[src/rtl/regfile_wb_arbiter_if.sv]
// Write-back bus between the requesters and the register-file write-port arbiter.
// Requester side is the master; the arbiter is the slave.
interface regfile_wb_if #(
  parameter int NUM_REQ = 3,
  parameter int DATA_W  = 32,
  parameter int ADDR_W  = 5
);
  logic [NUM_REQ-1:0]        req_valid;
  logic [NUM_REQ*ADDR_W-1:0] req_addr;
  logic [NUM_REQ*DATA_W-1:0] req_data;
  logic [NUM_REQ-1:0]        req_ready;
  logic                      reg_write;
  logic [ADDR_W-1:0]         write_reg;
  logic [DATA_W-1:0]         write_data;
  logic [2:0]                grant_id;
  logic                      fwd_valid;

  modport master (
    output req_valid, req_addr, req_data,
    input  req_ready, reg_write, write_reg, write_data, grant_id, fwd_valid
  );

  modport slave (
    input  req_valid, req_addr, req_data,
    output req_ready, reg_write, write_reg, write_data, grant_id, fwd_valid
  );
endinterface

[src/rtl/regfile_wb_arbiter.sv]
// Round-robin arbiter for the register file's single write port, with a
// one-entry registered output stage (also the forwarding source) and a saturating contention counter.
module regfile_wb_arbiter #(
  parameter int NUM_REQ = 3,
  parameter int DATA_W  = 32,
  parameter int ADDR_W  = 5,
  parameter int CNT_W   = 16
) (
  input  logic             clk,
  input  logic             reset,
  input  logic             wb_enable,
  regfile_wb_if.slave      bus,
  output logic [CNT_W-1:0] contention
);
  localparam logic [2:0] LAST_IDX = 3'(NUM_REQ - 1);

  logic [2:0]         r_ptr;
  logic               r_vld_p1;
  logic [ADDR_W-1:0]  r_write_reg_p1;
  logic [DATA_W-1:0]  r_write_data_p1;
  logic [2:0]         r_grant_id_p1;
  logic [CNT_W-1:0]   r_contention;

  logic [NUM_REQ-1:0] w_grant;
  logic               w_any;
  logic [2:0]         w_gnt_idx;
  logic [ADDR_W-1:0]  w_addr;
  logic [DATA_W-1:0]  w_data;
  logic               w_contend;

  function automatic logic [CNT_W-1:0] sat_inc(input logic [CNT_W-1:0] v);
    return (&v) ? v : v + CNT_W'(1);
  endfunction

  // Stage p0: arbitration. Scan ptr..NUM_REQ-1 first, then 0..ptr-1 to wrap.
  always_comb begin
    w_grant   = '0;
    w_any     = 1'b0;
    w_gnt_idx = '0;
    w_addr    = '0;
    w_data    = '0;
    if (!reset && wb_enable) begin
      for (int i = 0; i < NUM_REQ; i++) begin
        if (!w_any && bus.req_valid[i] && (i >= int'(r_ptr))) begin
          w_any      = 1'b1;
          w_grant[i] = 1'b1;
          w_gnt_idx  = 3'(i);
          w_addr     = bus.req_addr[i*ADDR_W +: ADDR_W];
          w_data     = bus.req_data[i*DATA_W +: DATA_W];
        end
      end
      for (int i = 0; i < NUM_REQ; i++) begin
        if (!w_any && bus.req_valid[i] && (i < int'(r_ptr))) begin
          w_any      = 1'b1;
          w_grant[i] = 1'b1;
          w_gnt_idx  = 3'(i);
          w_addr     = bus.req_addr[i*ADDR_W +: ADDR_W];
          w_data     = bus.req_data[i*DATA_W +: DATA_W];
        end
      end
    end
  end

  assign w_contend = wb_enable && ($countones(bus.req_valid) >= 2);

  // Stage p1: output register; writes to register 0 are accepted but never enabled.
  always_ff @(posedge clk) begin
    if (reset) begin
      r_ptr           <= '0;
      r_vld_p1        <= 1'b0;
      r_write_reg_p1  <= '0;
      r_write_data_p1 <= '0;
      r_grant_id_p1   <= '0;
      r_contention    <= '0;
    end else begin
      if (w_any) begin
        r_ptr           <= (w_gnt_idx == LAST_IDX) ? 3'd0 : w_gnt_idx + 3'd1;
        r_vld_p1        <= (w_addr != '0);
        r_write_reg_p1  <= w_addr;
        r_write_data_p1 <= w_data;
        r_grant_id_p1   <= w_gnt_idx;
      end else begin
        r_vld_p1        <= 1'b0;
      end
      if (w_contend) begin
        r_contention <= sat_inc(r_contention);
      end
    end
  end

  assign bus.req_ready  = w_grant;
  assign bus.reg_write  = r_vld_p1;
  assign bus.fwd_valid  = r_vld_p1;
  assign bus.write_reg  = r_write_reg_p1;
  assign bus.write_data = r_write_data_p1;
  assign bus.grant_id   = r_grant_id_p1;
  assign contention     = r_contention;
endmodule

[src/flat_wrapper.sv]
// flat-port wrapper written by rule: the top's interface ports become plain ports
module regfile_wb_arbiter_flat 
#(
  parameter int NUM_REQ = 3,
  parameter int DATA_W  = 32,
  parameter int ADDR_W  = 5,
  parameter int CNT_W   = 16
)
  (clk, reset, wb_enable, contention, bus_req_valid, bus_req_addr, bus_req_data, bus_req_ready, bus_reg_write, bus_write_reg, bus_write_data, bus_grant_id, bus_fwd_valid);
  regfile_wb_if #(.NUM_REQ(NUM_REQ), .DATA_W(DATA_W), .ADDR_W(ADDR_W)) bus_i ();
  input  logic clk;
  input  logic reset;
  input  logic wb_enable;
  output logic [CNT_W-1:0] contention;
  input wire logic [$bits(bus_i.req_valid)-1:0] bus_req_valid;
  input wire logic [$bits(bus_i.req_addr)-1:0] bus_req_addr;
  input wire logic [$bits(bus_i.req_data)-1:0] bus_req_data;
  output wire logic [$bits(bus_i.req_ready)-1:0] bus_req_ready;
  output wire logic [$bits(bus_i.reg_write)-1:0] bus_reg_write;
  output wire logic [$bits(bus_i.write_reg)-1:0] bus_write_reg;
  output wire logic [$bits(bus_i.write_data)-1:0] bus_write_data;
  output wire logic [$bits(bus_i.grant_id)-1:0] bus_grant_id;
  output wire logic [$bits(bus_i.fwd_valid)-1:0] bus_fwd_valid;
  assign bus_i.req_valid = bus_req_valid;
  assign bus_i.req_addr = bus_req_addr;
  assign bus_i.req_data = bus_req_data;
  assign bus_req_ready = bus_i.req_ready;
  assign bus_reg_write = bus_i.reg_write;
  assign bus_write_reg = bus_i.write_reg;
  assign bus_write_data = bus_i.write_data;
  assign bus_grant_id = bus_i.grant_id;
  assign bus_fwd_valid = bus_i.fwd_valid;
  regfile_wb_arbiter #(.NUM_REQ(NUM_REQ), .DATA_W(DATA_W), .ADDR_W(ADDR_W), .CNT_W(CNT_W)) u_core (.clk(clk), .reset(reset), .wb_enable(wb_enable), .bus(bus_i), .contention(contention));
endmodule
[config.mk]
export PLATFORM = sky130hd
export DESIGN_NAME = regfile_wb_arbiter_flat
export DESIGN_NICKNAME = d
export VERILOG_FILES = /design/src/rtl/regfile_wb_arbiter_if.sv /design/src/rtl/regfile_wb_arbiter.sv /design/src/flat_wrapper.sv
export SDC_FILE = /design/constraint.sdc
export NUM_CORES = 1
export LEC_CHECK = 0
export BUFFER_PORTS_ARGS = -buffer_cell sky130_fd_sc_hd__buf_2
export CORE_ASPECT_RATIO = 0.8
export CORE_UTILIZATION = 39
export CTS_CLUSTER_SIZE = 24
export DETAILED_ROUTE_END_ITERATION = 10
export PLACE_DENSITY_LB_ADDON = 0.15
export RECOVER_POWER = 25
export SLEW_MARGIN = 15
export SYNTH_ARGS = -nofsm -noshare
export SYNTH_HDL_FRONTEND = slang
export SYNTH_SLANG_ARGS = --single-unit
[constraint.sdc]
create_clock -name clk -period 1.8 [get_ports clk]
set_input_delay 0.36 -clock clk [delete_from_list [all_inputs] [get_ports clk]]
set_output_delay 0.36 -clock clk [all_outputs]
set_load 0.005 [all_outputs]
### Word-level counts from Yosys, hierarchy flattened

Index checks and enable logic that the tools add are counted.

* bits in writable memories: 0
* logic and storage cells: 82
* memory bits (read-only): 0
* output and inout bits: 61
* input bits: 117
* bits in latches: 0
* memories: 0
* bits in registers: 60

* add/subtract/negate cells: 4
* multipliers: 0
* equal/unequal tests: 1
* order comparisons: 7
* bitwise gates (word level): 2
* div/mod/pow operators: 0
* reduce and logical (&&, ||, !) cells: 23
* muxes and demuxes: 39
* shift-type cells: 0

Operators with widths (count)
* 32-bit 2-to-1 mux: 7
* 5-bit 2-to-1 mux: 7
* 32-bit by 1-bit adder with 32-bit output: 1
* 32-bit by 3-bit greater-or-equal comparator with 1-bit output (second input constant): 1
* 1-bit 2-to-1 mux: 18
* 16-bit by 1-bit adder with 16-bit output (second input constant): 1
* 16-bit AND reduction: 1
* 1-bit logical AND: 13
* 3-bit 2-to-1 mux: 3
* 2-bit 2-to-1 mux: 4
* 1-bit by 3-bit greater-or-equal comparator with 1-bit output (first input constant): 2
* 1-bit zero test: 6
* 1-bit by 3-bit less-than comparator with 1-bit output (first input constant): 2
* 5-bit nonzero test: 1
* 3-bit by 1-bit adder with 3-bit output (second input constant): 1
* 3-bit by 2-bit == test with 1-bit output (second input constant): 1
* 2-bit by 3-bit greater-or-equal comparator with 1-bit output (first input constant): 1
* 2-bit by 3-bit less-than comparator with 1-bit output (first input constant): 1
* 1-bit by 1-bit adder with 2-bit output: 1
* 1-bit inverter: 2
* 2-bit AND reduction: 1
* 2-bit OR reduction: 1

### Depth between registers and ports, before layout

Gate-level depths: netlist of run 1.

* depth after elaboration: 31
* mapped depth: 8
* mapped depth without buffers: 7

### Least setup slack after synthesis of run 1

No wires, ideal clock.

* path kind: reg-to-reg
* start point: register u_core.r_contention[0] (netlist: u_core.contention[0])
* end point: register u_core.r_contention[13] (netlist: u_core.contention[13])
* setup time: 0.070 ns
* path buffers: 0
* data required time: 1.730 ns
* arrival: 1.855 ns
* stages on the path, launching flop included: 7
* slack: -0.125 ns
* clock period less this slack: 1.925 ns
* cell sequence: dfxtp_1 ha_1 and2_1 and4_2 or4_4 or3_1 a21oi_1

* cells in the longest elaborated chain, start to end: 3
* elaborated cells on any way between the ends: 4
* those cells by class: 1 x add/sub; 1 x bitwise; 2 x reduce/logical

RTL lines
* start, declared: line regfile_wb_arbiter.sv:22 `logic [CNT_W-1:0] r_contention;`
* start signal, assigned: line regfile_wb_arbiter.sv:86 `r_contention <= sat_inc(r_contention);`
* branches (longest 3 deep; another with 16-bit by 1-bit adder with 16-bit output)

Parallel ways; which one is timed is not known.
A chain may end at the register's enable or synchronous reset.

### Final worst setup path of run 1

Same ends and word-level chain as after synthesis.

==> impl_summary.log, run 1 <==
INFO  metric crit_arrival = 2180 ps
INFO  metric violations = setup timing
INFO  metric postRouteAntennaNets = 0
INFO  metric max_freq = 0.524 GHz
INFO  metric drcViolationCount = 0
INFO  metric htree_num_levels = 3
INFO  metric startpoint = u_core.contention[0]
INFO  metric ys_seq_elements = 59
INFO  metric holdCritPathClass = in2reg
INFO  metric setup.worst_path.end_class = flop
INFO  metric post_synthesis_area_per_instance = 8.88 um2
INFO  metric cts_tree = yes
INFO  metric routed_via_density = 5.40
INFO  metric globalRouteTotalUtil = 23.6%
INFO  metric dieArea = 0.00784 mm2
INFO  metric clock_tree.buffer_depth = 2
INFO  metric setup_repair_after_global_routing_missed_its_margin = true
INFO  metric routedWlPerCell = 15.2 um
INFO  metric critPathMaxFanout = 4
INFO  metric synth-seq-area-share = 40.4%
INFO  metric fraction_of_final_layout_cells_sized_beyond_drive_strength_1 = 49.3%
INFO  metric via_count = 3388
INFO  metric crit_path_start_kind = flop
INFO  metric initial_antenna_violation_count = 0
INFO  metric largest_register_ffs = 32
INFO  metric drt-initial-drc-count = 260
INFO  metric maxCapViolations = 0
INFO  metric cts.clk_slew.worst_paths = 70 ps
INFO  metric design.final.nets = 654
INFO  metric area_delta_synth_final = 56.3%
INFO  metric dpl-instance-area = 0.00414 mm2
INFO  metric period_share = 106%
INFO  metric static-leakage-power = 2.11 nW
INFO  metric holdBufCountCts = 0
INFO  metric report.final.slew_viol_count = 0
INFO  metric r2r_end = u_core.contention[13]
INFO  metric yosys_warnings = 0
INFO  metric setup_ws = -110 ps
INFO  metric total_cts_buffers = 9
INFO  metric clock_tree.root_cell = sky130_fd_sc_hd__clkbuf_8
INFO  metric outcome = finished with violations
INFO  metric num-fill-cells = 620
INFO  metric timing.setup.critical_path_class = reg2reg
INFO  metric total_power = 3.41 mW
INFO  metric grt_start_max_net_pins = 58
INFO  metric synth-async-reset-ratio = 0%
INFO  metric final-setup-viol-count = 9
INFO  metric max_slew.worst_pin.slew = 503 ps
INFO  metric postSynthNetCount = 448
INFO  metric synth_ff_type = sky130_fd_sc_hd__dfxtp_1
INFO  metric core.rowCount = 27
INFO  metric cts.sink_count = 59
INFO  metric total_power_density_per_cell_area = 747 mW/mm2
INFO  metric slew-limit-headroom = 66.5%
INFO  metric netlist_instances = 329
INFO  metric dpl.hpwl = 6.63 mm
INFO  metric grt_first_pass_wirelength = 14.6 mm
INFO  metric timing.clock.skew = 12.4 ps
INFO  metric critical_path.reg2reg.startpoint = u_core.contention[0]
INFO  metric r2r_setup_slack = -110 ps
INFO  metric grt.overflow.total = 0
INFO  metric grt_pass1_vias = 3054
INFO  metric floorplan.initialDensity = 41.4%
INFO  metric final_hold_viol_count = 0
INFO  metric ys_types = 48
INFO  metric worstSkewPairLatency = 340 ps
INFO  metric portBuffers = 176
INFO  metric dieWidth = 98.8 um
INFO  metric worst_setup_path_endpoint = u_core.contention[13]
INFO  metric synth-edff-count = 0
INFO  metric die_h = 79.4 um
INFO  metric post-route-min-period = 1910 ps
INFO  metric design.core.area = 0.00706 mm2
INFO  metric io_pins = 178
INFO  metric r2r_cells = 6
INFO  metric gp_congestion = 0.861
INFO  metric insertedDiodeCount = 0
INFO  metric critical_path_required = 2070 ps
INFO  metric routed_wirelength = 9.56 mm
INFO  metric final_cell_area_excluding_filler_cells = 0.00457 mm2
INFO  metric dr.pass1.iters = 8
INFO  metric post_synth_instance_area = 0.00292 mm2
INFO  metric power.ir.vdd_worst = 0.000463 V
-- metrics by stage --
step	setup TNS [ps]	cells	hold WS, ps	setup slack [ps]	util, %
detailed placement	-7760	601	441	-297	58.7
finish	-495	627	300	-110	64.7
global route	-1970	627	298	-153	64.7
global placement	-3100	601	437	-205	58.7
CTS	-403	625	297	-117	63.8
floorplan	-129	329	439	-74.8	-
-- synthesized netlist by cell type (2+ instances only) --
master	count	share of area, %
sky130_fd_sc_hd__a222oi_1	33	11
sky130_fd_sc_hd__nor4b_1	2	0.60
sky130_fd_sc_hd__buf_4	2	0.51
sky130_fd_sc_hd__nor3b_1	2	0.51
sky130_fd_sc_hd__a21o_1	4	1.0
sky130_fd_sc_hd__xnor2_1	10	3.0
sky130_fd_sc_hd__nand2_1	19	2.4
sky130_fd_sc_hd__o21ai_0	35	6.0
sky130_fd_sc_hd__o31ai_1	2	0.51
sky130_fd_sc_hd__inv_1	8	1.0
sky130_fd_sc_hd__nand3b_1	31	8.0
sky130_fd_sc_hd__nor2b_1	2	0.43
sky130_fd_sc_hd__xor2_1	3	0.90
sky130_fd_sc_hd__nand3_1	6	1.0
sky130_fd_sc_hd__nor3_1	5	0.86
sky130_fd_sc_hd__nor2_1	28	3.6
sky130_fd_sc_hd__a22oi_1	5	1.3
sky130_fd_sc_hd__a211oi_1	2	0.51
sky130_fd_sc_hd__a21oi_1	7	1.2
sky130_fd_sc_hd__or3_1	2	0.43
sky130_fd_sc_hd__buf_2	11	1.9
sky130_fd_sc_hd__ha_1	2	0.86
sky130_fd_sc_hd__dfxtp_1	59	40
sky130_fd_sc_hd__and2_1	3	0.64
sky130_fd_sc_hd__clkbuf_1	17	2.2
sky130_fd_sc_hd__nor4_1	2	0.43
sky130_fd_sc_hd__a22o_1	4	1.2
sky130_fd_sc_hd__buf_1	3	0.39
-- power by group --
group / total [mW] / switching [mW] / internal, mW
Sequential: 1.43 / 0.0443 / 1.38
Clock: 1.33 / 0.552 / 0.782
Combinational: 0.650 / 0.311 / 0.339
-- repair_timing --
action,in CTS,in global routing
cloned,0,0
resized for setup,22,20
buffers inserted,9,3
pin swaps,17,30
setup endpoints to repair,35,42
-- routing by layer --
layer  vias up  GRT usage, %  part of all wire (%)
li1       1660             -                     -
met1      1568          29.9                    43
met2       150          39.3                    48
met3        10          6.22                   7.2
met4         0          7.61                   1.2
met5         -             0                     0
-- logic make-up after synthesis --
| logic type | share of synthesized area, % |
|---|---|
| AO/OA/AOI/OAI | 26.5 |
| XOR/XNOR | 3.90 |
| adder cells (fa/ha/maj) | 0.856 |
| buffers and inverters | 6.00 |
| flip-flops | 40.4 |
| multiplexers | 0.343 |
| other | 0.128 |
| AND/OR/NAND/NOR | 21.9 |
-- final cells by class --
type | count | area, um2 | share of cell area, %
clock buffer | 10 | 128 | 2.79
sequential | 59 | 1200 | 26.3
inverter | 8 | 32.5 | 0.712
clock inverter | 6 | 90.1 | 1.97
tap | 87 | 109 | 2.38
multi-input combinational | 229 | 1710 | 37.3
timing repair buffer | 228 | 1300 | 28.5
-- worst max-delay path: stages (launching register included) --
cell                      delay (ps)
sky130_fd_sc_hd__dfxtp_4         350
sky130_fd_sc_hd__ha_4            150
sky130_fd_sc_hd__and2_4          140
sky130_fd_sc_hd__and4_4          170
sky130_fd_sc_hd__or4_4           500
sky130_fd_sc_hd__or3_4           390
sky130_fd_sc_hd__a21oi_2         140
-- cell usage in the layout (no fill, tap or decap), types with 2 or more instances in the layout --
master                      count
sky130_fd_sc_hd__o21ai_1        2
sky130_fd_sc_hd__dfxtp_2        6
sky130_fd_sc_hd__dfxtp_4        3
sky130_fd_sc_hd__clkbuf_1      12
sky130_fd_sc_hd__a21oi_2        2
sky130_fd_sc_hd__nor2b_1        2
sky130_fd_sc_hd__inv_1          6
sky130_fd_sc_hd__nor2_1        28
sky130_fd_sc_hd__or3_4          2
sky130_fd_sc_hd__xnor2_1       10
sky130_fd_sc_hd__and2_4         3
sky130_fd_sc_hd__a211oi_1       2
sky130_fd_sc_hd__nand3_1        6
sky130_fd_sc_hd__and4_4         3
sky130_fd_sc_hd__o21ai_0       33
sky130_fd_sc_hd__nand2_4        2
sky130_fd_sc_hd__clkinv_4       2
sky130_fd_sc_hd__xor2_1         3
sky130_fd_sc_hd__a222oi_1      33
sky130_fd_sc_hd__bufinv_16      2
sky130_fd_sc_hd__buf_2        161
sky130_fd_sc_hd__nand2_1       17
sky130_fd_sc_hd__a21oi_1        5
sky130_fd_sc_hd__nand3b_1      31
sky130_fd_sc_hd__buf_4         47
sky130_fd_sc_hd__nor3_1         5
sky130_fd_sc_hd__buf_6          7
sky130_fd_sc_hd__clkbuf_8       9
sky130_fd_sc_hd__a22oi_1        5
sky130_fd_sc_hd__a21o_1         4
sky130_fd_sc_hd__dfxtp_1       50
sky130_fd_sc_hd__nor3b_1        2
sky130_fd_sc_hd__a22o_1         4
-- worst min-delay path by stage --
stage / from / end / slack, ps / cells after the start
2_1_floorplan: u_core.bus.write_reg[1] / u_core.bus.write_reg[1] / 440 / 2
3_3_place_gp: u_core.bus.write_reg[3] / u_core.bus.write_reg[3] / 440 / 2
3_5_place_dp: u_core.bus.write_reg[3] / u_core.bus.write_reg[3] / 440 / 2
4_1_cts: bus_req_data[87] / u_core.bus.write_data[23] / 300 / 3
5_1_grt: bus_req_data[80] / u_core.bus.write_data[16] / 300 / 3
6_report: bus_req_data[87] / u_core.bus.write_data[23] / 300 / 3
Note: power is estimated with default switching activity, not from simulation.
==> run 2: changes to the inputs <==
--- a/config.mk
+++ b/config.mk
@@ -12,6 +12,7 @@
 export DETAILED_ROUTE_END_ITERATION = 10
 export PLACE_DENSITY_LB_ADDON = 0.15
 export RECOVER_POWER = 25
+export SETUP_SLACK_MARGIN = 0.15
 export SLEW_MARGIN = 15
 export SYNTH_ARGS = -nofsm -noshare
 export SYNTH_HDL_FRONTEND = slang
==> impl_summary.log, run 2 (same netlist as run 1, synthesis figures left out) <==
INFO  metric cts_tree = yes
INFO  metric utilization = 68.7%
INFO  metric largest_register_ffs = 32
INFO  metric routed_wirelength = 10.5 mm
INFO  metric holdCritPathClass = in2reg
INFO  metric slew-limit-headroom = 65.2%
INFO  metric crit_arrival = 2200 ps
INFO  metric insertedDiodeCount = 0
INFO  metric critPathMaxFanout = 5
INFO  metric total_power_density_per_cell_area = 720 mW/mm2
INFO  metric worstPathBufferInverterCount = 0
INFO  metric setup.worst_path.end_class = flop
INFO  metric hold-path-cell-count = 3
INFO  metric final-setup-viol-count = 12
INFO  metric static-leakage-power = 2.23 nW
INFO  metric design.core.area = 0.00706 mm2
INFO  metric timing.clock.skew = 8.76 ps
INFO  metric dieWidth = 98.8 um
INFO  metric drt-initial-drc-count = 297
INFO  metric max_slew.worst_pin.slew = 522 ps
INFO  metric postRouteAntennaNets = 0
INFO  metric grt_first_pass_wirelength = 15.0 mm
INFO  metric setup_repair_after_global_routing_missed_its_margin = true
INFO  metric cts.sink_count = 59
INFO  metric report.final.slew_viol_count = 0
INFO  metric drcViolationCount = 0
INFO  metric core.rowCount = 27
INFO  metric routed_via_density = 5.54
INFO  metric layout_common_cells = sky130_fd_sc_hd__buf_2 (164), sky130_fd_sc_hd__dfxtp_1 (51), sky130_fd_sc_hd__buf_4 (40)
INFO  metric timing.setup.critical_path_class = reg2reg
INFO  metric worstSkewPairLatency = 340 ps
INFO  metric hold_path_startpoint = bus_req_data[87]
INFO  metric initial_antenna_violation_count = 0
INFO  metric critical_path_required = 2070 ps
INFO  metric globalRouteTotalUtil = 24.6%
INFO  metric dr.pass1.iters = 6
INFO  metric clock_tree.root_cell = sky130_fd_sc_hd__clkbuf_8
INFO  metric violations = setup timing
INFO  metric critical_path.reg2reg.startpoint = u_core.contention[0]
INFO  metric critical_path.max_stage_delay = 510 ps
INFO  metric crit_path_start_kind = flop
INFO  metric worst_path_dominant_cell_family = simple AND/OR/NAND/NOR gates
INFO  metric post-route-min-period = 1940 ps
INFO  metric dieArea = 0.00784 mm2
INFO  metric timing.critical_path.cells = ha_4 > and2_4 > and4_4 > or4_4 > or3_4 > a21oi_2
INFO  metric clock_tree.buffer_depth = 2
INFO  metric die_h = 79.4 um
INFO  metric design.final.nets = 663
INFO  metric r2r_cells = 6
INFO  metric total_cts_buffers = 9
INFO  metric area_delta_synth_final = 65.9%
INFO  metric outcome = finished with violations
INFO  metric period_share = 108%
INFO  metric r2r_end = u_core.contention[13]
INFO  metric total_power = 3.49 mW
INFO  metric dpl.hpwl = 6.60 mm
INFO  metric grt.overflow.total = 0
INFO  metric num-fill-cells = 603
INFO  metric hold_crit_endpoint = u_core.bus.write_data[23]
INFO  metric htree_num_levels = 3
INFO  metric final_hold_viol_count = 0
INFO  metric portBuffers = 176
INFO  metric via_count = 3523
INFO  metric critical_path.slowest_cell = sky130_fd_sc_hd__or4_4
INFO  metric max_freq = 0.517 GHz
INFO  metric gp_congestion = 0.871
INFO  metric maxCapViolations = 0
INFO  metric setup_ws = -135 ps
INFO  metric floorplan.initialDensity = 41.4%
INFO  metric routedWlPerCell = 16.5 um
INFO  metric grt_start_max_net_pins = 70
INFO  metric dpl-instance-area = 0.00414 mm2
INFO  metric final_cell_area_excluding_filler_cells = 0.00485 mm2
INFO  metric fraction_of_final_layout_cells_sized_beyond_drive_strength_1 = 52.5%
INFO  metric grt_pass1_vias = 3090
INFO  metric r2r_setup_slack = -140 ps
INFO  metric cts.clk_slew.worst_paths = 70 ps
INFO  metric power.ir.vdd_worst = 0.000427 V
INFO  metric fin_tns_setup = -599 ps
INFO  metric layout.cells.most_common = sky130_fd_sc_hd__buf_2
INFO  metric io_pins = 178
[run 2: metrics by stage]
stage | std cells | hold WS (ps) | setup slack (ps)
after floorplan | 329 | 439 | -74.8
after global placement | 598 | 438 | -185
after detailed placement | 598 | 439 | -235
after CTS | 628 | 281 | -179
after global routing | 636 | 285 | -170
final | 636 | 296 | -135
[run 2: tightest hold or removal path: stages]
cell and delay, ps:
sky130_fd_sc_hd__buf_2 70, sky130_fd_sc_hd__a222oi_1 60, sky130_fd_sc_hd__o21ai_1 110
[run 2: power by group]
group          total (mW)  internal (mW)  switching [mW]
sequential           1.43           1.38          0.0457
combinational       0.764          0.413           0.351
clock                1.30          0.770           0.526
[run 2: worst max path at each step]
stage,startpoint,to,slack [ps],cells after the start
global placement,bus_req_valid[0],u_core.contention[13],-190,7
CTS,u_core.r_ptr[1],bus_req_ready[0],-180,5
floorplan,u_core.contention[0],u_core.contention[13],-70,6
finish,u_core.contention[0],u_core.contention[13],-140,6
detailed placement,bus_req_valid[0],u_core.contention[13],-230,7
global route,u_core.contention[0],u_core.contention[13],-170,6
[run 2: metal layers]
metal  global-route usage [%]  part of all wire, %
met3                     7.27                  7.5
met2                     40.1                   49
met4                     8.66                  1.2
met5                        0                    0
met1                     31.2                   42
[run 2: layout make-up]
type / count / area, um2 / area share [%]
well taps: 87 / 109 / 2.25
flip-flops and latches: 59 / 1200 / 24.7
inverters: 8 / 30.0 / 0.620
multi-input cells: 229 / 1790 / 36.9
repair buffers: 237 / 1510 / 31.2
clock buffers: 10 / 128 / 2.63
clock inverters: 6 / 80.1 / 1.65
[run 2: timing repair]
action	4_1_cts	5_1_grt
gates cloned	2	1
setup endpoints to repair	54	54
hold buffers	0	0
setup buffers	12	7
pin swaps	19	29
resized for setup	44	51
==> run 3: changes to the inputs <==
--- a/config.mk
+++ b/config.mk
@@ -7,10 +7,11 @@
 export LEC_CHECK = 0
 export BUFFER_PORTS_ARGS = -buffer_cell sky130_fd_sc_hd__buf_2
 export CORE_ASPECT_RATIO = 0.8
+export CORE_MARGIN = 3
 export CORE_UTILIZATION = 39
 export CTS_CLUSTER_SIZE = 24
 export DETAILED_ROUTE_END_ITERATION = 10
-export PLACE_DENSITY_LB_ADDON = 0.15
+export PLACE_DENSITY_LB_ADDON = 0.05
 export RECOVER_POWER = 25
 export SETUP_SLACK_MARGIN = 0.15
 export SLEW_MARGIN = 15
==> impl_summary.log, run 3 (same netlist as run 1, synthesis figures left out) <==
INFO  metric dr.pass1.iters = 9
INFO  metric timing.setup.critical_path_class = reg2out
INFO  metric num-fill-cells = 557
INFO  metric setup.worst_path.end_class = primary output
INFO  metric worst_path_dominant_cell_family = simple AND/OR/NAND/NOR gates
INFO  metric final_hold_viol_count = 0
INFO  metric max_freq = 0.507 GHz
INFO  metric postRouteAntennaNets = 0
INFO  metric cts.sink_count = 59
INFO  metric total_power_density_per_cell_area = 716 mW/mm2
INFO  metric grt_pass1_vias = 3273
INFO  metric grt_first_pass_wirelength = 16.2 mm
INFO  metric drt-initial-drc-count = 330
INFO  metric outcome = finished with violations
INFO  metric initial_antenna_violation_count = 0
INFO  metric area_delta_synth_final = 67.5%
INFO  metric cts.clk_slew.worst_paths = 70 ps
INFO  metric multiInputGateArea = 0.00177 mm2
INFO  metric io_pins = 178
INFO  metric fin_tns_setup = -3360 ps
INFO  metric die_h = 83.4 um
INFO  metric htree_num_levels = 3
INFO  metric grt.overflow.total = 0
INFO  metric final-setup-viol-count = 42
INFO  metric routedWlPerCell = 17.3 um
INFO  metric floorplan.initialDensity = 41.4%
INFO  metric routed_wirelength = 11.0 mm
INFO  metric insertedDiodeCount = 0
INFO  metric final-seq-area = 0.00120 mm2
INFO  metric dieArea = 0.00857 mm2
INFO  metric report.final.slew_viol_count = 0
INFO  metric portBuffers = 176
INFO  metric critical_path_required = 1440 ps
INFO  metric utilization = 69.3%
INFO  metric holdBufCountCts = 0
INFO  metric power.ir.vdd_worst = 0.000413 V
INFO  metric layout.cells.most_common = sky130_fd_sc_hd__buf_2
INFO  metric setup_repair_after_global_routing_missed_its_margin = true
INFO  metric core.rowCount = 27
INFO  metric max_slew.worst_pin.slew = 537 ps
INFO  metric clock_tree.root_cell = sky130_fd_sc_hd__clkbuf_8
INFO  metric cts_tree = yes
INFO  metric worstSkewPairLatency = 340 ps
INFO  metric fraction_of_final_layout_cells_sized_beyond_drive_strength_1 = 52.7%
INFO  metric layout_common_cells = sky130_fd_sc_hd__buf_2 (175), sky130_fd_sc_hd__dfxtp_1 (51), sky130_fd_sc_hd__buf_4 (37)
INFO  metric placement.setup.worst_slack = -249 ps
INFO  metric globalRouteTotalUtil = 23.9%
INFO  metric critical_path.max_stage_delay = 390 ps
INFO  metric setup_ws = -174 ps
INFO  metric holdCritPathClass = in2reg
INFO  metric largest_register_ffs = 32
INFO  metric static-leakage-power = 2.28 nW
INFO  metric routed_via_density = 5.65
INFO  metric clock_tree.buffer_depth = 2
INFO  metric design.final.nets = 662
INFO  metric dpl.cell_count = 596
INFO  metric dpl.hpwl = 6.90 mm
INFO  metric critical_path.slowest_cell = sky130_fd_sc_hd__nor4b_1
INFO  metric total_cts_buffers = 9
INFO  metric design.core.area = 0.00706 mm2
INFO  metric total_power = 3.50 mW
INFO  metric drcViolationCount = 0
INFO  metric slew-limit-headroom = 64.2%
INFO  metric dieWidth = 103 um
INFO  metric timing.clock.skew = 6.11 ps
INFO  metric gp_congestion = 0.902
INFO  metric critPathMaxFanout = 9
INFO  metric crit_path_start_kind = flop
INFO  metric grt_start_max_net_pins = 70
INFO  metric worstPathBufferInverterCount = 1
INFO  metric crit_arrival = 1610 ps
INFO  metric timing.critical_path.cells = nor4b_1 > o31a_1 > and2_1 > buf_2
INFO  metric finish.cell_count_without_fillers = 635
INFO  metric via_count = 3588
INFO  metric maxCapViolations = 0
INFO  metric violations = setup timing
INFO  metric period_share = 110%
INFO  metric post-route-min-period = 1970 ps
## run 3: final timing paths
kind / start / endpoint / slack [ps] / depth (start not counted)
worst max-delay path: u_core.r_ptr[2] / bus_req_ready[2] / -170 / 4
worst min-delay path: bus_req_data[90] / u_core.bus.write_data[26] / 290 / 3
worst max register to register: u_core.r_ptr[1] / u_core.bus.write_data[11] / -130 / 9
worst min register to register: u_core.bus.write_reg[3] / u_core.bus.write_reg[3] / 450 / 2
## run 3: final cells by class
cell class	instances	area share, %
multi-input combinational	229	36.1
timing repair buffer	236	32.3
sequential	59	24.4
clock buffer	11	3.12
tap	87	2.22
clock inverter	5	1.23
inverter	8	0.613
## run 3: stage by stage
step                hold WS [ps]  instance area [um2]
floorplan                    439                 2980
global placement             436                 4100
detailed placement           447                 4100
CTS                          285                 4660
global route                 283                 4890
finish                       291                 4890
## run 3: metal layers
| metal | wire length, um | global-route usage (%) | share of wire [%] |
|---|---|---|---|
| met2 | 5100 | 37.3 | 46 |
| met5 | 0 | 0 | 0 |
| met4 | 189 | 7.18 | 1.7 |
| met3 | 1230 | 8.65 | 11 |
| met1 | 4470 | 30.8 | 41 |
## run 3: timing repair
| action | 4_1_cts | 5_1_grt |
|---|---|---|
| setup endpoints to repair | 49 | 56 |
| setup buffers | 13 | 3 |
| gates cloned | 5 | 2 |
| resized for setup | 40 | 52 |
| pin swaps | 44 | 35 |
| hold endpoints to repair | 0 | 0 |
## run 3: where the power goes
group / leakage (nW) / switching (mW) / internal, mW / total, mW
Combinational: 1.70 / 0.362 / 0.434 / 0.796
Clock: 0.0929 / 0.557 / 0.723 / 1.28
Sequential: 0.487 / 0.0422 / 1.38 / 1.43
## run 3: worst register-to-register path, stage by stage, from the launching register on
cell	delay [ps]
sky130_fd_sc_hd__dfxtp_4	370
sky130_fd_sc_hd__buf_6	90
sky130_fd_sc_hd__buf_6	100
sky130_fd_sc_hd__a31oi_4	70
sky130_fd_sc_hd__o211a_1	270
sky130_fd_sc_hd__buf_6	150
sky130_fd_sc_hd__buf_6	120
sky130_fd_sc_hd__clkbuf_16	140
sky130_fd_sc_hd__a222oi_1	380
sky130_fd_sc_hd__o21ai_1	110
